==> src/rtl/btn_gesture_pkg.sv <==
// Shared definitions for the push-button gesture decoder: FSM state encoding
// and default tick constants.
package btn_gesture_pkg;

   typedef enum logic [2:0] {
      ST_IDLE           = 3'd0,
      ST_PRESSED        = 3'd1,
      ST_LONG_HELD      = 3'd2,
      ST_WAIT_SECOND    = 3'd3,
      ST_SECOND_PRESSED = 3'd4
   } gesture_state_t;

   localparam int LP_DEF_CNT_WIDTH    = 16;
   localparam int LP_DEF_LONG_TICKS   = 50000;
   localparam int LP_DEF_DOUBLE_TICKS = 20000;
   localparam int LP_DEF_REPEAT_TICKS = 10000;

endpackage

==> src/rtl/level_edge_detect.sv <==
// Registers a clean synchronous level and produces one-sample rise/fall strobes.
// Reusable for any debounced input.
module level_edge_detect (
   input  logic i_clk,
   input  logic i_rst_n,
   input  logic i_level,
   output logic o_rise,
   output logic o_fall
);

   logic r_prev;

   always_ff @(posedge i_clk or negedge i_rst_n) begin
      if (!i_rst_n) begin
         r_prev <= 1'b0;
      end else begin
         r_prev <= i_level;
      end
   end

   assign o_rise = i_level & ~r_prev;
   assign o_fall = ~i_level & r_prev;

endmodule

==> src/rtl/button_gesture_decoder.sv <==
// Classifies a debounced button level into one-cycle press/release/short/long/
// repeat/double events using a single shared saturating cycle counter.
module button_gesture_decoder
   import btn_gesture_pkg::*;
#(
   parameter int p_CNT_WIDTH    = LP_DEF_CNT_WIDTH,
   parameter int p_LONG_TICKS   = LP_DEF_LONG_TICKS,
   parameter int p_DOUBLE_TICKS = LP_DEF_DOUBLE_TICKS,
   parameter int p_REPEAT_TICKS = LP_DEF_REPEAT_TICKS
) (
   input  logic i_clk,
   input  logic i_rst_n,
   input  logic i_level,
   output logic o_press,
   output logic o_release,
   output logic o_short,
   output logic o_long,
   output logic o_repeat,
   output logic o_double,
   output logic o_busy
);

   if (p_LONG_TICKS < 2 || p_DOUBLE_TICKS < 2 || p_REPEAT_TICKS < 2) begin : g_bad_ticks
      $error("button_gesture_decoder: tick parameters must be >= 2");
   end

   if ((2 ** p_CNT_WIDTH) - 1 < p_LONG_TICKS ||
       (2 ** p_CNT_WIDTH) - 1 < p_DOUBLE_TICKS ||
       (2 ** p_CNT_WIDTH) - 1 < p_REPEAT_TICKS) begin : g_bad_width
      $error("button_gesture_decoder: p_CNT_WIDTH too small for tick parameters");
   end

   localparam logic [p_CNT_WIDTH-1:0] lp_LONG_LAST   = p_CNT_WIDTH'(p_LONG_TICKS - 1);
   localparam logic [p_CNT_WIDTH-1:0] lp_DOUBLE_LAST = p_CNT_WIDTH'(p_DOUBLE_TICKS - 1);
   localparam logic [p_CNT_WIDTH-1:0] lp_REPEAT_LAST = p_CNT_WIDTH'(p_REPEAT_TICKS - 1);

   function automatic logic [p_CNT_WIDTH-1:0] f_sat_inc(input logic [p_CNT_WIDTH-1:0] i_v);
      return (i_v == {p_CNT_WIDTH{1'b1}}) ? i_v : i_v + 1'b1;
   endfunction

   logic w_rise;
   logic w_fall;

   gesture_state_t         r_state;
   gesture_state_t         w_state_nxt;
   logic [p_CNT_WIDTH-1:0] r_cnt;
   logic [p_CNT_WIDTH-1:0] w_cnt_nxt;

   logic w_press, w_release, w_short, w_long, w_repeat, w_double;
   logic r_press, r_release, r_short, r_long, r_repeat, r_double, r_busy;

   level_edge_detect u_edge (
      .i_clk   (i_clk),
      .i_rst_n (i_rst_n),
      .i_level (i_level),
      .o_rise  (w_rise),
      .o_fall  (w_fall)
   );

   // Fall beats the long threshold and rise beats the double-click timeout
   // because each is tested first within its state.
   always_comb begin
      w_state_nxt = r_state;
      w_cnt_nxt   = f_sat_inc(r_cnt);
      w_press     = 1'b0;
      w_release   = 1'b0;
      w_short     = 1'b0;
      w_long      = 1'b0;
      w_repeat    = 1'b0;
      w_double    = 1'b0;

      case (r_state)
         ST_IDLE: begin
            w_cnt_nxt = '0;
            if (w_rise) begin
               w_state_nxt = ST_PRESSED;
               w_press     = 1'b1;
            end
         end
         ST_PRESSED: begin
            if (w_fall) begin
               w_state_nxt = ST_WAIT_SECOND;
               w_cnt_nxt   = '0;
               w_release   = 1'b1;
            end else if (i_level && r_cnt == lp_LONG_LAST) begin
               w_state_nxt = ST_LONG_HELD;
               w_cnt_nxt   = '0;
               w_long      = 1'b1;
            end
         end
         ST_LONG_HELD: begin
            if (w_fall) begin
               w_state_nxt = ST_IDLE;
               w_cnt_nxt   = '0;
               w_release   = 1'b1;
            end else if (r_cnt == lp_REPEAT_LAST) begin
               w_cnt_nxt = '0;
               w_repeat  = 1'b1;
            end
         end
         ST_WAIT_SECOND: begin
            if (w_rise && r_cnt <= lp_DOUBLE_LAST) begin
               w_state_nxt = ST_SECOND_PRESSED;
               w_cnt_nxt   = '0;
               w_press     = 1'b1;
               w_double    = 1'b1;
            end else if (r_cnt == lp_DOUBLE_LAST) begin
               w_state_nxt = ST_IDLE;
               w_cnt_nxt   = '0;
               w_short     = 1'b1;
            end
         end
         ST_SECOND_PRESSED: begin
            if (w_fall) begin
               w_state_nxt = ST_IDLE;
               w_cnt_nxt   = '0;
               w_release   = 1'b1;
            end
         end
         default: begin
            w_state_nxt = ST_IDLE;
            w_cnt_nxt   = '0;
         end
      endcase
   end

   always_ff @(posedge i_clk or negedge i_rst_n) begin
      if (!i_rst_n) begin
         r_state   <= ST_IDLE;
         r_cnt     <= '0;
         r_press   <= 1'b0;
         r_release <= 1'b0;
         r_short   <= 1'b0;
         r_long    <= 1'b0;
         r_repeat  <= 1'b0;
         r_double  <= 1'b0;
         r_busy    <= 1'b0;
      end else begin
         r_state   <= w_state_nxt;
         r_cnt     <= w_cnt_nxt;
         r_press   <= w_press;
         r_release <= w_release;
         r_short   <= w_short;
         r_long    <= w_long;
         r_repeat  <= w_repeat;
         r_double  <= w_double;
         r_busy    <= (w_state_nxt != ST_IDLE);
      end
   end

   assign o_press   = r_press;
   assign o_release = r_release;
   assign o_short   = r_short;
   assign o_long    = r_long;
   assign o_repeat  = r_repeat;
   assign o_double  = r_double;
   assign o_busy    = r_busy;

endmodule

==> config.mk <==
export PLATFORM = sky130hd
export DESIGN_NAME = button_gesture_decoder
export DESIGN_NICKNAME = d
export VERILOG_FILES = /design/src/rtl/btn_gesture_pkg.sv /design/src/rtl/level_edge_detect.sv /design/src/rtl/button_gesture_decoder.sv
export SDC_FILE = /design/constraint.sdc
export NUM_CORES = 1
export LEC_CHECK = 0
export ABC_AREA = 0
export CAP_MARGIN = 20
export CORE_ASPECT_RATIO = 0.5
export CORE_MARGIN = 8
export CORE_UTILIZATION = 45
export DETAILED_ROUTE_END_ITERATION = 8
export SYNTH_ARGS = -nofsm -noshare
export SYNTH_HDL_FRONTEND = slang
export SYNTH_SLANG_ARGS = --single-unit
==> constraint.sdc <==
create_clock -name i_clk -period 2.7 [get_ports i_clk]
set_input_delay 0.54 -clock i_clk [delete_from_list [all_inputs] [get_ports i_clk]]
set_output_delay 0.54 -clock i_clk [all_outputs]
set_load 0.01 [all_outputs]
# Yosys cells after proc, flatten, opt, wreduce, memory -nomap -nowiden
# Cells that the tools add are included.
# Widths: inputs -> output; s select.
dict set report totals {
  regBits 27
  inputBits 3
  out_inout_bits 7
  elab_cells 61
}
dict set report op_classes {
  add_sub_neg 1
  magnitude_cmp 1
  n_eq_ne 8
  n_mux 31
  bitwise 4
  reduce_logical 6
}
# operator count
set op_table {}
lappend op_table {{$mux 16} 8}
lappend op_table {{$pmux 16 s4} 1}
lappend op_table {{$eq 16x16->1 const B} 2}
lappend op_table {{$mux 3} 6}
lappend op_table {{$add 16x1->16 const B} 1}
lappend op_table {{$eq 16x14->1 const B} 1}
lappend op_table {{$eq 16x15->1 const B} 1}
lappend op_table {{$le 16x15->1 const B} 1}
lappend op_table {{$mux 1} 14}
lappend op_table {{$pmux 3 s4} 1}
lappend op_table {{$eq 3x2->1 const B} 2}
lappend op_table {{$eq 3x1->1 const B} 1}
lappend op_table {{$eq 3x3->1 const B} 1}
lappend op_table {{$logic_not 3->1} 1}
lappend op_table {{$reduce_bool 3->1} 1}
lappend op_table {{$reduce_or 3->1} 1}
lappend op_table {{$and 1x1->1} 2}
lappend op_table {{$logic_and 1x1->1} 2}
lappend op_table {{$not 1->1} 2}
lappend op_table {{$pmux 1 s2} 1}
lappend op_table {{$reduce_or 2->1} 1}

# Logic depth before layout (Yosys ltp)
# Gate-level depths: netlist of the first run.
dict set report depth {
  word_depth 6
  ltp_mapped 8
  ltp_nobuf 6
}

# Modules after synthesis
# A second synthesis of the first run with hierarchy kept.
dict set report hier_totals {
  hier_cells 158
  area_unflattened_um2 1594.0
}
# module n_inst cells_per_inst area_each_um2 seq_area_each_um2
set by_module_without_submodules {}
lappend by_module_without_submodules {button_gesture_decoder 1 155 1554.0 650.6}
lappend by_module_without_submodules {level_edge_detect 1 3 40.0 25.0}

# Least setup slack after synthesis of the first run
# No wires, ideal clock.
dict set report synth_path {
  path_kind {register -> register}
  from {register r_cnt[5]}
  to {register r_cnt[0]}
  setup_ps 125
  arrival_ps 1539
  required_ps 2575
  path_slack_ps 1036
  path_stages_with_launch 8
  n_path_buf 2
  synth_period_minus_slack_ps 1664
  cell_sequence {dfrtp_1 -> buf_6 -> nor4_1 -> and4_4 -> nand3_4 -> a22oi_4 -> buf_6 -> a21oi_1}
}
dict set report synth_between {
  elab_chain_cells 5
  elab_cells_between_ends 16
  classes_between {order compare (1); eq/ne (4); mux (9); reduce/logical (2)}
}
# element line
set synth_lines {}
lappend synth_lines {{start: declaration} button_gesture_decoder.sv:46} ;# logic [p_CNT_WIDTH-1:0] r_cnt;
lappend synth_lines {{start signal: assignment} button_gesture_decoder.sv:140} ;# r_cnt <= w_cnt_nxt;
lappend synth_lines {{parallel branches: the longest is 4 deep, another holds $le 16x15->1} -}
lappend synth_lines {{$pmux 16 s4 (*)} button_gesture_decoder.sv:72} ;# case (r_state)
lappend synth_lines {{named net w_cnt_nxt[0]} button_gesture_decoder.sv:47} ;# logic [p_CNT_WIDTH-1:0] w_cnt_nxt;
# Mark *: on every way through the listed nets, which the timed path passes.

# Worst setup path after layout of the first run
dict set report layout_path {
  from {register r_cnt[0]}
  to {register r_cnt[3]}
}
dict set report layout_between {
  elab_chain_cells 5
  elab_cells_between_ends 17
  classes_between {add/sub (1); order compare (1); eq/ne (4); mux (9); reduce/logical (2)}
}
# element line
set layout_lines {}
lappend layout_lines {{$add 16x1->16, or another cell as far along} button_gesture_decoder.sv:38} ;# return (i_v == {p_CNT_WIDTH{1'b1}}) ? i_v : i_v + 1'b1;
lappend layout_lines {{$mux 16 / $logic_and 1x1->1 (equally long branches)} {button_gesture_decoder.sv:38, button_gesture_decoder.sv:85}}
lappend layout_lines {{$mux 16 (on tied branches)} {button_gesture_decoder.sv:107, button_gesture_decoder.sv:85, button_gesture_decoder.sv:96}}
lappend layout_lines {{$mux 16 (on tied branches)} {button_gesture_decoder.sv:102, button_gesture_decoder.sv:81, button_gesture_decoder.sv:92}}
lappend layout_lines {{$pmux 16 s4 (*)} button_gesture_decoder.sv:72}
lappend layout_lines {{named net w_cnt_nxt[3]} button_gesture_decoder.sv:47}
# Mark *: on every way through the listed nets, which the timed path passes. The rest lies on a longest branch.

==> run summary, run 1 <==
Largest net degree at the start of global routing: 28
Hold buffer count at CTS: 0
Syn Area/Cell: 9.82 um2
Largest family of logic cells by synthesized area: simple AND/OR/NAND/NOR gates
Async SR Flop Fraction: 1.00
Synthesis-stage register bit count: 27
Die width: 99.8 um
Final #Nets: 171
Global route total overflow: 0
Synthesized cell area: 1580 um2
Root Buffer: clkbuf_8
Ratio of cells with drive above 1 in the final layout: 0.0843
DRT iter0 DRCs: 170
Seq/Total Area, Yosys: 0.428
Crit-path max FO: 12
Power per Cell Area: 604 nW/um2
Die ar.: 5780 um2
Crit path kind: reg2reg
Post-DRT Antenna Nets: 0
Drt drc: 0
Top_reg_cell synth: dfrtp_1
IO Count: 10
# port buffers: 9
Vias in the first global route: 1,169
DP Area: 1680 um2
Final Instance Area: 1720 um2
R2R Setup Slk: 0.57 ns
Crit path capture type: flip-flop
Initial core utilization: 0.465
Synth Area in Adders: 0.00792
Total GRT Usage: 0.121
Diodes inserted: 0
R2R depth: 6
Hold crit path type: reg2reg
Reg2Reg Launch Point: r_cnt[0]
Clock Latency Late Sink: 0.27 ns
Yosys synthesis warning count: 0
Worst setup path startpoint: r_cnt[0]
Tcrit/Tclk final: 0.787
Post-Syn Instances: 161
Worst Path Arrival: 2.27 ns
Worst slew pin tran: 0.751 ns
DR WL/cell: 15.3 um
Outcome: completed
Clock-pin slew on the worst setup and hold paths: 0.09 ns
Tmin final: 2.13 ns
Total of max-cap violations: 0
Cell Count, Final, Fillers Out: 217
Die Y: 57.9 um
CTS tree: done
Synth Area in XOR/XNOR: 0.0776
Compound-Gate Fraction of Synth Area: 0.136
Maximum vdd drop: 0.213 mV
Final setup viols: 0
Row count: 15
Setup repair after global routing missed its margin: no
Synthesis-to-layout area growth: 9.11%
First-pass GRT wire length: 5.65 mm
CTS sink count: 27
Post-CTS sizing: 0
Setup Skew: 0.00114 ns
Final Max Tran Viols: 0
Setup TNS: 0 ns
Via Count: 1,225
CP endpoint: r_cnt[3]
Peak Freq: 470 MHz
HPWL Detailed: 2.25 mm
First-pass detailed-route iteration total: 4
CP required: 2.85 ns
Startpoint types: flip-flop
Hold Slack: 0.594 ns
Initial antenna violation count: 0
Longest Clk Path Bufs: 2
Synth Area in Simple Gates: 0.286
Cell leakage power: 0.000664 uW
GPL Wtd Cong: 0.798
Syn nets: 165
CTS buffer count: 3
Core area: 3400 um2
Vias per inst: 5.65
CTS H-tree depth: 1
Pre-CTS setup slack: 0.304 ns
Final WL: 3.31 mm
Post-CTS Setup Inserts: 0
Setup WS post-layout: 0.574 ns
Max-slew headroom: 0.495
Hold Fails Final Rpt: 0
DP Cell Count: 213
Number of distinct library cells after synthesis: 42
Multiplexer share of the synthesized area: 0.00633
Post-synth EDFFs: 0
Reg-to-Reg End: r_cnt[3]
[cell type report]
type | count | area [um2]
multi-input combinational | 120 | 812
sequential | 27 | 676
clock buffer | 4 | 45.0
inverter | 2 | 7.51
tap | 51 | 63.8
timing repair buffer | 13 | 120
fill | 304 | 1670
[cells by family (layout without fill, tap and decap cells)]
family	after synthesis	count (layout)
AND/OR/NAND/NOR	71	71
AO/OA/AOI/OAI	33	33
flip-flops	27	27
XOR/XNOR	14	14
buffers and inverters	14	19
adder cells (fa/ha/maj)	1	1
multiplexers	1	1
[worst max-delay path: stages (launching register included)]
cell	delay (ns)
dfrtp_1	0.39
ha_1	0.23
and4_1	0.34
nand4_1	0.48
and2b_1	0.37
xnor2_1	0.13
a21oi_1	0.06
[synthesized netlist by cell type, types with 2 or more instances]
cell type  number  area share
dfrtp_1        27        0.43
a21oi_1        17       0.054
nand2_1        11       0.026
nand3_1        10       0.032
xor2_1          9       0.050
nand4_1         7       0.028
nor2_1          7       0.017
nor3_1          7       0.022
and4_1          6       0.033
o21ai_0         5       0.016
xnor2_1         5       0.028
buf_4           4       0.019
nor4_1          4       0.016
buf_6           3       0.021
clkbuf_1        3      0.0071
nor2b_1         3       0.012
nor3b_1         3       0.014
a22oi_1         2      0.0095
and2_1          2      0.0079
buf_2           2      0.0063
inv_1           2      0.0048
nand3b_1        2      0.0095
[where the power goes]
part	internal (uW)	switching, uW
registers	449	65.2
clock network	106	126
logic	122	173
[per-stage QoR]
stage | util | power, uW
after floorplan | - | 745
after global placement | 0.494 | 813
after detailed placement | 0.494 | 817
after CTS | 0.508 | 1050
after global routing | 0.508 | 1110
final | 0.508 | 1040
[state kept, by name (all words and copies together) (netlist names)]
register       cells
o_short            1
o_busy             1
o_repeat           1
o_long             1
r_state            3
u_edge.r_prev      1
r_cnt             16
o_press            1
o_double           1
o_release          1
[layout by cell type (no fill, tap or decap), types with 2 or more instances in the layout]
cell,instances
nor2_1,7
xor2_1,9
nor4_1,4
buf_4,4
a21oi_1,17
and4_1,6
xnor2_1,5
nor3b_1,3
inv_1,2
a22oi_1,2
nand4_1,7
dfrtp_1,27
nor2b_1,3
and2_1,2
o21ai_0,5
nor3_1,7
clkbuf_8,3
nand2_1,11
nand3_1,10
nand3b_1,2
clkdlybuf4s50_1,9
[per-layer routing]
| metal | share of wire | wire, um | vias up | global-route usage |
|---|---|---|---|---|
| li1 | - | - | 607 | - |
| met1 | 0.50 | 1670 | 591 | 0.160 |
| met2 | 0.44 | 1450 | 25 | 0.188 |
| met3 | 0.052 | 173 | 2 | 0.0394 |
| met4 | 0.0039 | 13 | 0 | 0.0256 |
| met5 | 0 | 0 | - | 0 |
[how the worst min path moves through the flow]
stage,from,endpoint,slack (ns),cells after the start
4_1_cts,r_cnt[14],r_cnt[14],0.58,1
5_1_grt,r_cnt[0],r_cnt[0],0.62,2
2_1_floorplan,i_rst_n,o_busy,0.24,0
3_3_place_gp,r_cnt[14],r_cnt[14],0.57,1
6_report,r_cnt[14],r_cnt[14],0.59,1
3_5_place_dp,r_cnt[14],r_cnt[14],0.56,1
Power figures use the tool's default switching activity.
==> run 2, diff against run 1 <==
clock period = 2.2 ns   (was 2.7 ns; I/O delays follow)
==> run 2 against run 1 <==
Flip-flop and latch count stayed put. Sequential share of layout area is 0.81 points lower. Critical path type is now in2reg. Count of clock-buffer cells in the layout is 1 lower. Highest routed layer unchanged. Critical path depth is 1 higher. Worst setup slack worse by 0.29 ns. Clock power is 24% higher.
==> run summary, run 2 (same netlist as run 1, synthesis figures left out) <==
Outcome: completed
Core area: 3400 um2 (unchanged)
GPL Wtd Cong: 0.838 (+4.9%)
Setup Skew: 0.00318 ns (+0.00205 ns)
Top Metal Used: met4
CP required: 2.35 ns (-0.50 ns)
R2R depth: 4 (-2)
Hold crit path type: in2async
CTS H-tree depth: 1 (unchanged)
Row count: 15 (unchanged)
Via Count: 1,220 (-0.41%)
Die width: 99.8 um (unchanged)
Maximum vdd drop: 0.241 mV (+13%)
DRT met1 WL: 1.69 mm (+0.90%)
Final Max Tran Viols: 0 (unchanged)
Die Y: 57.9 um (unchanged)
Top Registers: r_cnt: 16 flops, r_state: 3 flops
Diodes inserted: 0 (unchanged)
Final WL: 3.26 mm (-1.6%)
Startpoint types: primary input
Setup repair after global routing missed its margin: no
Cell leakage power: 0.000686 uW (+3.4%)
Synthesis-to-layout area growth: 11.4%
Largest net degree at the start of global routing: 28 (unchanged)
Peak Freq: 523 MHz
Crit path capture type: flip-flop
Ratio of cells with drive above 1 in the final layout: 0.107 (+0.0222)
Tcrit/Tclk final: 0.869
Drt drc: 0 (unchanged)
CTS sink count: 27 (unchanged)
Power per Cell Area: 755 nW/um2 (+25%)
Commonest non-fill, non-tap cell in the layout: dfrtp_1
Vias per inst: 5.55 (-1.8%)
Hold buffer count at CTS: 0 (unchanged)
Initial core utilization: 0.465 (unchanged)
Max-slew headroom: 0.667 (+0.172)
Final setup viols: 0 (unchanged)
Post-CTS Setup Inserts: 0 (unchanged)
First-pass GRT wire length: 6.02 mm (+6.5%)
Global route total overflow: 0 (unchanged)
Clock Latency Late Sink: 0.28 ns (about the same)
DP Cell Count: 216 (+1.4%)
Total GRT Usage: 0.128 (+0.00666)
Hold Slack: 0.528 ns (-0.0660 ns)
First-pass detailed-route iteration total: 4 (unchanged)
DR WL met2: 1.40 mm (-3.8%)
Post-CTS sizing: 0 (unchanged)
Crit-path max FO: 16 (+4)
Root Buffer: clkbuf_8
Crit path kind: in2reg
Vias in the first global route: 1,188 (+1.6%)
Hold Fails Final Rpt: 0 (unchanged)
Longest Clk Path Bufs: 2 (unchanged)
Most flops, register: r_cnt
CTS buffer count: 3 (unchanged)
Post-DRT Antenna Nets: 0 (unchanged)
Most frequent cells in the layout: 27 x dfrtp_1, 17 x a21oi_1, 11 x nand2_1, 10 x nand3_1
Initial antenna violation count: 0 (unchanged)
Met3 wire len: 160 um (-7.5%)
Largest register FFs: 16 (unchanged)
HPWL Detailed: 2.29 mm (+1.7%)
Worst slew pin tran: 0.498 ns (-0.252 ns)
Worst Path Arrival: 2.06 ns (-0.21 ns)
IO Count: 10 (unchanged)
Cell Count, Final, Fillers Out: 220 (+1.4%)
CTS tree: done
Die ar.: 5780 um2 (unchanged)
Total of max-cap violations: 0 (unchanged)
DR WL/cell: 14.8 um (-2.9%)
# port buffers: 9 (unchanged)
DRT iter0 DRCs: 125 (-26%)
Clock-pin slew on the worst setup and hold paths: 0.09 ns (about the same)
Final #Nets: 174 (+1.8%)
Fill cells: 314 (+3.3%)
Tmin final: 1.91 ns
==> run 2: cell count changes in the layout (fill, tap and decap cells not counted) <==
cell and change:
buf_12 +1, buf_4 +2, clkbuf_1 -1, clkinv_2 +1
==> run 2: path summary, 6_finish.rpt <==
path	start	to	slack (ns)
max	i_level	r_cnt[14]	0.29
min	i_rst_n	r_cnt[4]	0.53
max reg2reg	r_cnt[12]	r_cnt[14]	0.29
min reg2reg	r_cnt[14]	r_cnt[14]	0.59
max in group asynchronous	i_rst_n	o_busy	1.42
min in group i_clk	r_cnt[14]	r_cnt[14]	0.59
==> run 2: per-stage QoR <==
stage	instance area, um2	setup slack [ns]	util	setup TNS, ns	total power [uW]
4_1_cts	1760	0.283	0.518	0	1350
3_3_place_gp	1710	0.0277	0.505	0	1050
3_5_place_dp	1710	-0.0212	0.505	-0.0372	1060
2_1_floorplan	1580	0.536	-	0	915
6_report	1760	0.288	0.518	0	1330
5_1_grt	1760	0.0476	0.518	0	1430
==> run 2: layer usage <==
layer	global-route usage	vias to the layer above
li1	-	611
met1	0.180	580
met2	0.187	25
met3	0.0382	4
met4	0.0256	0
met5	0	-
==> run 2: critical path, cell delays in order <==
cell             delay [ns]
clkdlybuf4s50_1        0.58
nand3b_1               0.15
nor4b_4                0.29
nand3_1                0.15
a22oi_4                0.19
buf_12                 0.16
a221oi_1               0.08
==> run 2: layout make-up <==
cell class | instances | area [um2] | share of cell area
sequential | 27 | 676 | 0.384
clock buffer | 3 | 41.3 | 0.0235
multi-input combinational | 120 | 812 | 0.461
inverter | 2 | 7.51 | 0.00426
tap | 51 | 63.8 | 0.0362
clock inverter | 1 | 5.00 | 0.00284
timing repair buffer | 16 | 155 | 0.0881
==> run 2: report_power, final <==
part	internal, uW	leakage, uW	switching, uW	total (uW)
Combinational	193	0.000295	218	410
Sequential	551	0.000365	81.0	632
Clock	127	0.0000255	160	287
Total	871	0.000686	458	1330
